File: src/rtl/mem_arb_pkg.sv
// Shared types and defaults for the main-memory port arbiter.
package mem_arb_pkg;

  localparam int          STARVE_LIMIT_DEF   = 4;
  localparam int          TIMEOUT_CYCLES_DEF = 64;
  localparam logic [31:0] ERR_DATA_DEF       = 32'hDEAD_BEEF;

  typedef enum logic [2:0] {
    ARB_IDLE,
    ARB_ISSUE,
    ARB_WAIT,
    ARB_RESP,
    ARB_ERR
  } arb_state_t;

  typedef enum logic {
    OWN_I = 1'b0,
    OWN_D = 1'b1
  } owner_t;

  typedef struct packed {
    owner_t      owner;
    logic        we;
    logic [31:0] addr;
    logic [31:0] wdata;
  } mem_txn_t;

  // Memory only ever sees word addresses; the two low bits are forced to zero.
  function automatic logic [31:0] wordAlign(input logic [31:0] addr);
    return addr & ~32'h3;
  endfunction

endpackage

File: src/rtl/mem_arb_select.sv
// Grant selection between I-side and D-side: D wins unless I has been
// passed over STARVE_LIMIT times in a row while it was waiting.
module mem_arb_select
  import mem_arb_pkg::*;
#(
  parameter int STARVE_LIMIT = STARVE_LIMIT_DEF
) (
  input  logic clk,
  input  logic rst_n,
  input  logic i_req,
  input  logic d_req,
  input  logic arbOpen,
  output logic grant_i,
  output logic grant_d,
  output logic sel_owner
);

  localparam int            SW         = $clog2(STARVE_LIMIT + 1);
  localparam logic [SW-1:0] STREAK_MAX = SW'(STARVE_LIMIT);

  logic [SW-1:0] r_streak;
  logic          w_starved;

  // Decide who gets the port this cycle; nothing is granted unless the arbiter is open.
  always_comb begin
    w_starved = i_req && (r_streak == STREAK_MAX);
    grant_d   = arbOpen && d_req && !w_starved;
    grant_i   = arbOpen && i_req && !grant_d;
    sel_owner = grant_d ? OWN_D : OWN_I;
  end

  // Count consecutive D grants that overtook a waiting I request, saturating at the limit.
  always_ff @(posedge clk or negedge rst_n) begin
    if (!rst_n) begin
      r_streak <= '0;
    end else if (grant_d) begin
      if (!i_req) begin
        r_streak <= '0;
      end else if (r_streak != STREAK_MAX) begin
        r_streak <= r_streak + SW'(1);
      end
    end else if (grant_i) begin
      r_streak <= '0;
    end
  end

endmodule

File: src/rtl/mem_port_arbiter.sv
// Shares one main-memory port between instruction fetch and data access,
// one transaction in flight, with alignment checking and a response timeout.
module mem_port_arbiter
  import mem_arb_pkg::*;
#(
  parameter int          STARVE_LIMIT   = STARVE_LIMIT_DEF,
  parameter int          TIMEOUT_CYCLES = TIMEOUT_CYCLES_DEF,
  parameter logic [31:0] ERR_DATA       = ERR_DATA_DEF
) (
  input  logic        clk,
  input  logic        rst_n,
  input  logic        i_req,
  input  logic [31:0] i_addr,
  output logic        i_gnt,
  output logic        i_rvalid,
  output logic [31:0] i_rdata,
  output logic        i_err,
  input  logic        d_req,
  input  logic        d_we,
  input  logic [31:0] d_addr,
  input  logic [31:0] d_wdata,
  output logic        d_gnt,
  output logic        d_rvalid,
  output logic [31:0] d_rdata,
  output logic        d_err,
  output logic        mem_req_valid,
  input  logic        mem_req_ready,
  output logic        mem_we,
  output logic [31:0] mem_addr,
  output logic [31:0] mem_wdata,
  input  logic        mem_resp_valid,
  input  logic [31:0] mem_resp_data,
  output logic        busy
);

  localparam int            TW         = $clog2(TIMEOUT_CYCLES + 1);
  localparam logic [TW-1:0] TIMER_LAST = TW'(TIMEOUT_CYCLES - 1);

  arb_state_t    r_state;
  arb_state_t    w_nextState;
  mem_txn_t      r_txn;
  logic [TW-1:0] r_timer;
  logic [31:0]   r_rdata;
  logic          w_arbOpen;
  logic          w_grantI;
  logic          w_grantD;
  logic          w_selOwner;
  logic [31:0]   w_errData;

  // Reset is folded in so no grant can leak out while the block is held in reset.
  assign w_arbOpen = (r_state == ARB_IDLE) && rst_n;

  mem_arb_select #(
    .STARVE_LIMIT(STARVE_LIMIT)
  ) u_select (
    .clk      (clk),
    .rst_n    (rst_n),
    .i_req    (i_req),
    .d_req    (d_req),
    .arbOpen  (w_arbOpen),
    .grant_i  (w_grantI),
    .grant_d  (w_grantD),
    .sel_owner(w_selOwner)
  );

  // State register.
  always_ff @(posedge clk or negedge rst_n) begin
    if (!rst_n) begin
      r_state <= ARB_IDLE;
    end else begin
      r_state <= w_nextState;
    end
  end

  // Capture the winning request; I-side is always a read with no write data.
  always_ff @(posedge clk or negedge rst_n) begin
    if (!rst_n) begin
      r_txn <= '0;
    end else if (w_grantD || w_grantI) begin
      r_txn.owner <= owner_t'(w_selOwner);
      r_txn.we    <= w_selOwner ? d_we : 1'b0;
      r_txn.addr  <= w_selOwner ? wordAlign(d_addr) : wordAlign(i_addr);
      r_txn.wdata <= w_selOwner ? d_wdata : 32'h0;
    end
  end

  // Response timer: restarts when memory takes the request, counts idle cycles while waiting.
  always_ff @(posedge clk or negedge rst_n) begin
    if (!rst_n) begin
      r_timer <= '0;
    end else if (r_state == ARB_ISSUE && mem_req_ready) begin
      r_timer <= '0;
    end else if (r_state == ARB_WAIT && !mem_resp_valid && r_timer != TIMER_LAST) begin
      r_timer <= r_timer + TW'(1);
    end
  end

  // Hold the memory read data for the response cycle; stores return zero.
  always_ff @(posedge clk or negedge rst_n) begin
    if (!rst_n) begin
      r_rdata <= '0;
    end else if (r_state == ARB_WAIT && mem_resp_valid) begin
      r_rdata <= r_txn.we ? 32'h0 : mem_resp_data;
    end
  end

  assign w_errData = (r_txn.owner == OWN_D && r_txn.we) ? 32'h0 : ERR_DATA;
  assign busy      = (r_state != ARB_IDLE);

  // Next-state and output decode; responses are steered only to the transaction owner.
  always_comb begin
    w_nextState   = r_state;
    i_gnt         = 1'b0;
    d_gnt         = 1'b0;
    i_rvalid      = 1'b0;
    i_rdata       = 32'h0;
    i_err         = 1'b0;
    d_rvalid      = 1'b0;
    d_rdata       = 32'h0;
    d_err         = 1'b0;
    mem_req_valid = 1'b0;
    mem_we        = 1'b0;
    mem_addr      = 32'h0;
    mem_wdata     = 32'h0;

    unique case (r_state)
      ARB_IDLE: begin
        if (w_grantD) begin
          d_gnt       = 1'b1;
          w_nextState = (d_addr[1:0] != 2'b00) ? ARB_ERR : ARB_ISSUE;
        end else if (w_grantI) begin
          i_gnt       = 1'b1;
          w_nextState = ARB_ISSUE;
        end
      end
      ARB_ISSUE: begin
        mem_req_valid = 1'b1;
        mem_we        = r_txn.we;
        mem_addr      = r_txn.addr;
        mem_wdata     = r_txn.wdata;
        if (mem_req_ready) begin
          w_nextState = ARB_WAIT;
        end
      end
      ARB_WAIT: begin
        if (mem_resp_valid) begin
          w_nextState = ARB_RESP;
        end else if (r_timer == TIMER_LAST) begin
          w_nextState = ARB_ERR;
        end
      end
      ARB_RESP: begin
        if (r_txn.owner == OWN_D) begin
          d_rvalid = 1'b1;
          d_rdata  = r_rdata;
        end else begin
          i_rvalid = 1'b1;
          i_rdata  = r_rdata;
        end
        w_nextState = ARB_IDLE;
      end
      ARB_ERR: begin
        if (r_txn.owner == OWN_D) begin
          d_rvalid = 1'b1;
          d_err    = 1'b1;
          d_rdata  = w_errData;
        end else begin
          i_rvalid = 1'b1;
          i_err    = 1'b1;
          i_rdata  = w_errData;
        end
        w_nextState = ARB_IDLE;
      end
      default: begin
        w_nextState = ARB_IDLE;
      end
    endcase
  end

endmodule

File: config.mk
export PLATFORM = sky130hd
export DESIGN_NAME = mem_port_arbiter
export DESIGN_NICKNAME = d
export VERILOG_FILES = /design/src/rtl/mem_arb_pkg.sv /design/src/rtl/mem_arb_select.sv /design/src/rtl/mem_port_arbiter.sv
export SDC_FILE = /design/constraint.sdc
export NUM_CORES = 1
export LEC_CHECK = 0
export BUFFER_PORTS_ARGS = -buffer_cell sky130_fd_sc_hd__buf_2
export CAP_MARGIN = 20
export CORE_AREA = 2 2 153 155
export CTS_BUF_LIST = sky130_fd_sc_hd__clkbuf_4
export CTS_CLUSTER_SIZE = 14
export DETAILED_ROUTE_END_ITERATION = 7
export DIE_AREA = 0 0 155 157
export GPL_TIMING_DRIVEN = 0
export PLACE_DENSITY = 0.6
export SYNTH_ARGS = -nofsm -noshare
export SYNTH_HDL_FRONTEND = slang
export SYNTH_SLANG_ARGS = --single-unit
File: constraint.sdc
create_clock -name clk -period 3.55 [get_ports clk]
set_input_delay 0.355 -clock clk [delete_from_list [all_inputs] [get_ports clk]]
set_output_delay 0.355 -clock clk [all_outputs]
set_load 0.03 [all_outputs]
==> results of run 1 <==
-- registers in the layout, indices dropped and copies added (netlist names) --
register / count
u_select.r_streak: 3
r_timer: 7
r_state: 3
r_rdata: 32
r_txn: 64
-- layout by cell type, fill, tap and decap left out, types with 9 or more instances in the layout --
master	n
nand2b_1	34
o21ai_0	37
clkbuf_1	27
nand2_1	70
and2_1	79
clkbuf_4	9
nor2_1	34
a22o_1	33
a21oi_1	66
a21o_1	48
dfrtp_1	109
buf_2	279
-- what timing repair did --
item / CTS / global route
gates resized for setup: 0 / 1
endpoints found under the hold margin: 51 / 5
hold buffers: 1 / 5
setup endpoints to repair: 0 / 10
-- critical path, stage by stage (launching register included) --
cell and delay (ps):
dfrtp_1 390, buf_4 160, nor2_1 130, nand3_1 200
nor2_1 450, clkbuf_1 530, a21o_1 150, buf_2 190
-- per-layer routing --
layer / up-vias / global-route usage, % / wire length (um)
li1: 2637 / - / -
met1: 2568 / 20.5 / 8520
met2: 221 / 27.1 / 9150
met3: 15 / 4.74 / 1530
met4: 0 / 4.59 / 274
met5: - / 0 / 0
-- layout make-up --
type,count,area [um^2],share of cell area (%)
inverters,10,37.5,0.497
clock buffers,9,67.6,0.895
flip-flops and latches,109,2730,36.1
repair buffers,274,1430,18.9
multi-input cells,443,2580,34.2
diodes,1,2.50,0.0331
plain buffers,52,272,3.60
well taps,285,357,4.72
clock inverters,7,73.8,0.978
-- path summary, 6_finish.rpt --
kind	start	endpoint	cells past startpoint
worst max-delay path	r_state[0]	d_rdata[1]	7
max in group asynchronous	rst_n	r_txn[64]	3
worst min-delay path	i_addr[27]	r_txn[59]	3
min in group asynchronous	rst_n	r_timer[4]	2
worst max register to register	r_state[0]	r_state[2]	7
worst min register to register	r_timer[5]	r_timer[5]	1
-- cells by family after synthesis --
kind of cell             synth area share, %
AO/OA/AOI/OAI                           22.5
XOR/XNOR                               0.156
adder cells (fa/ha/maj)                0.669
buffers and inverters                   5.51
flip-flops                              48.6
multiplexers                           0.535
other                                 0.0668
AND/OR/NAND/NOR                         21.9
-- power breakdown --
part / switching, mW / internal, mW / total [mW] / leakage, nW
clock: 0.458 / 0.220 / 0.677 / 0.0783
combinational: 1.80 / 0.993 / 2.79 / 3.00
sequential: 0.351 / 1.75 / 2.10 / 1.35
==> flow_summary.ini, run 1 <==
[yosys]
ys_seq_area_share_pct = 48.6
ys_ff_latch = 109
synth_area_per_cell_um2 = 9.15
synth_area_leaders = dfrtp_1, and2_1, a21o_1, a21oi_1, a22o_1
async_flop_share_pct = 100
yosysMostFrequentCell = dfrtp_1
yosysWarnings = 0
synth_edf_count = 0
yosys.area.top_type_share_pct = 48.6
ys.flop_type = dfrtp_1
synth_area_um2 = 5610
netlist_top_cells_count = dfrtp_1, and2_1, nand2_1
syn_inst = 613
synth_top_area_cell = dfrtp_1
ys_types = 40

[clock_tree]
cts.sinks = 109
htreeDepth = 3
cts_tree = yes
clock_latency_ps = 490
cts-root-buf = clkbuf_4
cts.path.max_buffers = 2
cts_setup_buffers = 0
cts_buffers = 9
clk_pin_slew_ps = 180

[timing]
finalSetupTns_ps = 0
hold_viol_final = 0
whs_ps = 66.1
final.setup_skew_ps = 14.1
relSlewSlack_pct = 57.5
worst_pin_slew_ps = 636
fin_crit_sh_pct = 85.8
drv_slew = 0
setup_violations = 0
layout_min_cycle_time_ps = 3040
rsz0062_at_grt = no
fmax_mhz = 328
setup_ws_ps = 505

[floorplanning]
start_util_pct = 24.9
core_area_um2 = 22500
boundaryPins = 272
fp-row-count = 55
die_width_um = 155
fp.dieH_um = 157
die-area_um2 = 24300

[setup_path]
worstPathArrival_ps = 2690
required_ps = 3190
worst_setup_path_end_kind = output port
path_class = register to output port
start_kind = register
crit_fanout = 10
ff2ff_setup_slack_ps = 1590

[layout]
finalNetCount = 1037
final_cell_area_um2 = 7550
layoutNonFillerInstCount = 1190
syn2layout_area_growth_pct = 34.6
finish.utilization_pct = 33.6
fillers = 2436
drive_above_1_share_pct = 34.7

[global_routing]
grt-ovfl-total = 0
grt_max_degree = 59
grt.total_usage_pct = 16.2
antenna_found_initial = 1
grt_pass1_wl_mm = 30.9
grt_pass1_vias = 5620

[routing]
vias = 5441
drt_first_iter_violations = 279
drt-total-wl_mm = 19.5
vias_per_cell = 4.57
wl_per_cell_um = 16.4
postRouteAntennaNets = 0
remaining_drc_errors = 0
dr.pass1.iters = 4

[pwr]
ir_worst_vdd_mv = 0.408
power_density_nw_per_um2 = 737
leakage_nw = 4.43
p_total_mw = 5.57

[placement]
place_congestion = 0.806
dpl.hpwl_mm = 14.9
port_buffers = 267
dp_cells = 1167
dpl_cell_area_um2 = 7340
dp_slack_ps = 607

[flow_run]
maxCapViolCount = 0

[status]
status = complete, no violations

[worst_hold_path]
hp-class = input pin to register
Note: power is estimated with default switching activity, not from simulation.
==> run 2, diff against run 1 <==
--- a/config.mk
+++ b/config.mk
@@ -6,13 +6,14 @@
 export NUM_CORES = 1
 export LEC_CHECK = 0
+export ABC_AREA = 1
 export BUFFER_PORTS_ARGS = -buffer_cell sky130_fd_sc_hd__buf_2
 export CAP_MARGIN = 20
-export CORE_AREA = 2 2 153 155
+export CORE_AREA = 2 2 107 109
 export CTS_BUF_LIST = sky130_fd_sc_hd__clkbuf_4
 export CTS_CLUSTER_SIZE = 14
 export DETAILED_ROUTE_END_ITERATION = 7
-export DIE_AREA = 0 0 155 157
+export DIE_AREA = 0 0 109 111
 export GPL_TIMING_DRIVEN = 0
-export PLACE_DENSITY = 0.6
+export PLACE_DENSITY = 0.95
 export SYNTH_ARGS = -nofsm -noshare
 export SYNTH_HDL_FRONTEND = slang
==> constraint.sdc (replaced) <==
create_clock -name clk -period 3.55 [get_ports clk]
set_input_delay 0.355 -clock clk [delete_from_list [all_inputs] [get_ports clk]]
set_output_delay 0.355 -clock clk [all_outputs]
set_load 0.02 [all_outputs]
==> flow_summary.ini, run 2 <==
[global_routing]
grt_pass1_wl_mm = 26.6
grt_max_degree = 74
grt-ovfl-total = 0
gr-usage-met1_pct = 32.9
top_usage_layer = met2
antenna_found_initial = 0
met3_usage_pct = 5.11
met2_usage_pct = 49.3
grt_pass1_vias = 5578
grt.total_usage_pct = 28.0

[timing]
whs_ps = 112
worst_pin_slew_ps = 597
fin_crit_sh_pct = 85.1
final.setup_skew_ps = 17.6
setup_ws_ps = 528
finalSetupTns_ps = 0
hold_viol_final = 0
setup_violations = 0
drv_slew = 0
layout_min_cycle_time_ps = 3020
rsz0062_at_grt = no
relSlewSlack_pct = 60.2
fmax_mhz = 331

[pwr]
p_total_mw = 5.18
power_density_nw_per_um2 = 711
leakage_nw = 4.18
ir_worst_vdd_mv = 0.478

[floorplanning]
boundaryPins = 272
die_width_um = 109
core_area_um2 = 11100
start_util_pct = 50.5
fp.dieH_um = 111
fp-row-count = 39
die-area_um2 = 12100

[status]
status = complete, no violations

[setup_path]
worstReg2RegEnd = r_txn[60]
reg2regPathDepth = 11
crit_fanout = 73
worst_setup_path_end_kind = output port
path_buf_inv = 6
crit_slowest_cell = dlygate4sd3_1
worstPathArrival_ps = 2670
start_kind = input pin
required_ps = 3190
cp_cell_sequence = dlygate4sd3_1 -> buf_4 -> buf_16 -> nand3_4 -> nor2_4 -> buf_4 -> buf_2 -> buf_2
critPathTopFamily = buffers and inverters
ff2ff_setup_slack_ps = 1730
reg2reg_from = u_select.r_streak[0]
path_class = input pin to output port
critPathMaxStageDelay_ps = 530

[worst_hold_path]
holdPathEnd = r_txn[0]
min_delay_path_depth = 3
min_from = d_wdata[0]
hp-class = input pin to register

[yosys]
synth_edf_count = 0
ys_seq_area_share_pct = 48.8
synth_area_leaders = dfrtp_1, nand2_1, o21ai_0, inv_1, nor2_1
syn_inst = 763
async_flop_share_pct = 100
ys.flop_type = dfrtp_1
netlist_top_cells_count = nand2_1, o21ai_0, inv_1
yosys.area.top_type_share_pct = 48.8
synth_top_area_cell = dfrtp_1
yosysMostFrequentCell = nand2_1
ys_types = 28
yosysWarnings = 0
synth_area_per_cell_um2 = 7.33
synth_area_um2 = 5590
ys_ff_latch = 109

[clock_tree]
clock_latency_ps = 440
cts_buffers = 9
cts-root-buf = clkbuf_4
cts_tree = yes
cts.sinks = 109
cts.path.max_buffers = 2
clk_pin_slew_ps = 150
htreeDepth = 3

[placement]
dpl_cell_area_um2 = 7140
place_congestion = 0.867
dp_slack_ps = 1000
port_buffers = 267
dp_cells = 1175
dpl.hpwl_mm = 13.1

[layout]
final_cell_mix = buf_2, nand2_1, o21ai_0
n_antenna_cell = 0
finalNetCount = 1182
largest_register_ffs = 64
layout_commonest_cell = buf_2
finish.utilization_pct = 65.7
largest_registers = r_txn: 64 flops, r_rdata: 32 flops, r_timer: 7 flops
layoutNonFillerInstCount = 1191
syn2layout_area_growth_pct = 30.2
largest_register = r_txn
final_cell_area_um2 = 7280
fillers = 936
drive_above_1_share_pct = 29.8

[routing]
remaining_drc_errors = 0
postRouteAntennaNets = 0
dr.pass1.iters = 6
drt-total-wl_mm = 16.8
wl_per_cell_um = 14.1
drt_first_iter_violations = 466
vias = 5974
vias_per_cell = 5.02

[flow_run]
maxCapViolCount = 0
run 2: cell count changes after synthesis, moves of 55 or more:
cell and delta:
a21oi_1 -64, nor2_1 +55, inv_1 +106, o21ai_0 +92, and2_1 -79, nand2_1 +112
run 2: cells by family after synthesis:
group | Yosys count | share of synthesized area (%)
AOI/OAI and AO/OA | 155 | 14.1
DFF | 109 | 48.8
and+or+nand+nor | 326 | 23.7
buffers and inverters | 165 | 12.1
xor gates and xnor gates | 4 | 0.627
other | 1 | 0.0671
adders and majority gates | 3 | 0.671
run 2: what timing repair did:
action,in CTS,in global routing
endpoints found under the hold margin,37,0
buffers inserted,0,0
resized for setup,0,0
setup endpoints to repair,0,0
hold buffers,1,0
run 2: how the worst max path moves through the flow:
stage                             to        from  slack, ps  depth (start not counted)
final                          d_gnt       rst_n        530                          8
after global routing           d_gnt       rst_n        280                          8
after global placement         d_gnt       rst_n       -120                          6
after CTS                      d_gnt       rst_n        430                          8
after floorplan           d_rdata[0]  r_state[1]       1600                          6
after detailed placement       d_gnt       rst_n       1000                          7
run 2: layout make-up:
type                    instances  area [um^2]  share of cell area, %
flip-flops and latches        109         2730                   37.5
multi-input cells             490         2190                   30.1
repair buffers                269         1380                   18.9
inverters                     117          439                   6.03
plain buffers                  48          235                   3.23
well taps                     143          179                   2.46
clock buffers                  12         90.1                   1.24
clock inverters                 3         37.5                  0.516
run 2: worst min-delay path, stage by stage:
cell,delay [ps]
buf_2,70
nand2_1,40
o21ai_0,60
run 2: routing by layer:
metal  wire [um]  share of wire, %  vias up
met2        8340                50      305
li1            -                 -     2910
met1        6540                39     2702
met3        1270               7.5       57
met5           0                 0        -
met4         695               4.1        0
run 2: power by group:
part | switching, mW | internal [mW] | total [mW]
clock | 0.370 | 0.232 | 0.602
sequential | 0.190 | 1.80 | 1.99
combinational | 1.81 | 0.772 | 2.58
total | 2.37 | 2.80 | 5.18
==> run 3, diff against run 2 <==
Settings changed: CAP_MARGIN 20 to 5, CORE_AREA 2 2 107 109 to 2 2 111 113, DIE_AREA 0 0 109 111 to 0 0 113 115, PLACE_DENSITY 0.95 to 0.94.
Clock period 3.55 ns to 3 ns, I/O delays scaled along.
==> flow_summary.ini, run 3 (synthesized netlist as in run 2, its figures left out) <==
[status]
status = finished with violations
violations = design-rule violations

[layout]
final_cell_mix = buf_2, nand2_1, o21ai_0
finalNetCount = 1183
finish.utilization_pct = 62.2
fillers = 1026
largest_registers = r_txn: 64 flops, r_rdata: 32 flops, r_timer: 7 flops
layout.area.seq_um2 = 2730
drive_above_1_share_pct = 30.0
largest_register_ffs = 64
layout_commonest_cell = buf_2
largest_register = r_txn
multi_input_area_um2 = 2190
syn2layout_area_growth_pct = 31.3
final_cell_area_um2 = 7340
n_antenna_cell = 0

[global_routing]
grt-ovfl-total = 0
antenna_found_initial = 0
grt_max_degree = 64
grt_pass1_wl_mm = 26.4
grt_pass1_vias = 5619
grt.total_usage_pct = 25.5

[routing]
drt_first_iter_violations = 425
drt-total-wl_mm = 17.0
wl_per_cell_um = 14.2
vias_per_cell = 5.00
remaining_drc_errors = 20
dr.pass1.iters = 7
vias = 5990
postRouteAntennaNets = 0

[clock_tree]
cts.path.max_buffers = 2
cts.sinks = 109
cts_tree = yes
ctsResizeCount = 0
clk_pin_slew_ps = 160
clock_latency_ps = 450
cts_buffers = 9
cts_setup_buffers = 0
cts_hold_buffers = 2
htreeDepth = 3
cts-root-buf = clkbuf_4

[floorplanning]
fp.dieH_um = 115
fp-row-count = 40
boundaryPins = 272
start_util_pct = 47.3
die-area_um2 = 13000
core_area_um2 = 11800
die_width_um = 113

[timing]
layout_min_cycle_time_ps = 2670
relSlewSlack_pct = 60.7
rsz0062_at_grt = no
final.setup_skew_ps = 14.7
fin_crit_sh_pct = 88.8
hold_viol_final = 0
fmax_mhz = 375
setup_violations = 0
finalSetupTns_ps = 0
drv_slew = 0
worst_pin_slew_ps = 590

[setup_path]
critPathMaxStageDelay_ps = 470
start_kind = register
worst_setup_path_end_kind = output port
critPathTopFamily = simple AND/OR/NAND/NOR gates
cp_cell_sequence = inv_1 -> nor3_1 -> nand2_1 -> clkbuf_1 -> o21ai_0 -> buf_2
required_ps = 2700
crit_slowest_cell = dfrtp_1
crit_fanout = 10
path_buf_inv = 3
worstPathArrival_ps = 2370
path_class = register to output port

[pwr]
ir_worst_vdd_mv = 0.446
p_total_mw = 6.25
power_density_nw_per_um2 = 851
leakage_nw = 4.20

[placement]
port_buffers = 267
place_congestion = 0.858
dpl_cell_area_um2 = 7150
dpl.hpwl_mm = 13.0

[worst_hold_path]
hp-class = input pin to register

[flow_run]
maxCapViolCount = 0
-- run 3: cell count changes in the layout (fill, tap and decap cells not counted), sizes merged --
cell      change
buf           +1
bufinv        +1
clkbuf        -3
clkinv        +2
clkinvlp      +1
-- run 3: tightest hold or removal path: stages --
cell     delay, ps
buf_2           70
nand2_1         40
o21ai_0         50
-- run 3: final cells by class --
class	count	share of cell area, %
Buffer	48	3.20
Clock inverter	7	1.23
Multi-Input combinational cell	490	29.9
Inverter	117	5.98
Tap cell	147	2.51
Clock buffer	9	0.920
Sequential cell	109	37.2
Timing Repair Buffer	270	19.1
-- run 3: worst paths after layout --
kind | start | endpoint | slack (ps) | depth (start not counted)
max | r_state[1] | i_rdata[10] | 330 | 6
min | d_wdata[9] | r_txn[9] | 40 | 3
max reg2reg | u_select.r_streak[0] | r_txn[57] | 1230 | 11
min reg2reg | r_timer[6] | r_timer[6] | 540 | 2
max in group asynchronous | rst_n | r_rdata[10] | 2300 | 3
min in group asynchronous | rst_n | r_txn[0] | 380 | 3
-- run 3: metrics by stage --
step | hold WS [ps] | setup slack (ps) | std cells
3_5_place_dp | 358 | 510 | 1179
3_3_place_gp | 497 | -575 | 1178
5_1_grt | 13.4 | 139 | 1197
6_report | 38.3 | 335 | 1197
2_1_floorplan | 4.41 | 1110 | 764
4_1_cts | 8.85 | 344 | 1197
-- run 3: layer usage --
| layer | vias up | track usage, % | part of all wire [%] |
|---|---|---|---|
| li1 | 2919 | - | - |
| met4 | 0 | 13.4 | 4.1 |
| met3 | 52 | 4.38 | 7.0 |
| met2 | 320 | 44.0 | 48 |
| met1 | 2699 | 30.9 | 41 |
| met5 | - | 0 | 0 |
-- run 3: power breakdown --
group	leakage (nW)	switching, mW	internal (mW)
Sequential	1.38	0.214	2.13
Combinational	2.73	2.17	0.918
Clock	0.0833	0.485	0.335
Total	4.20	2.87	3.38
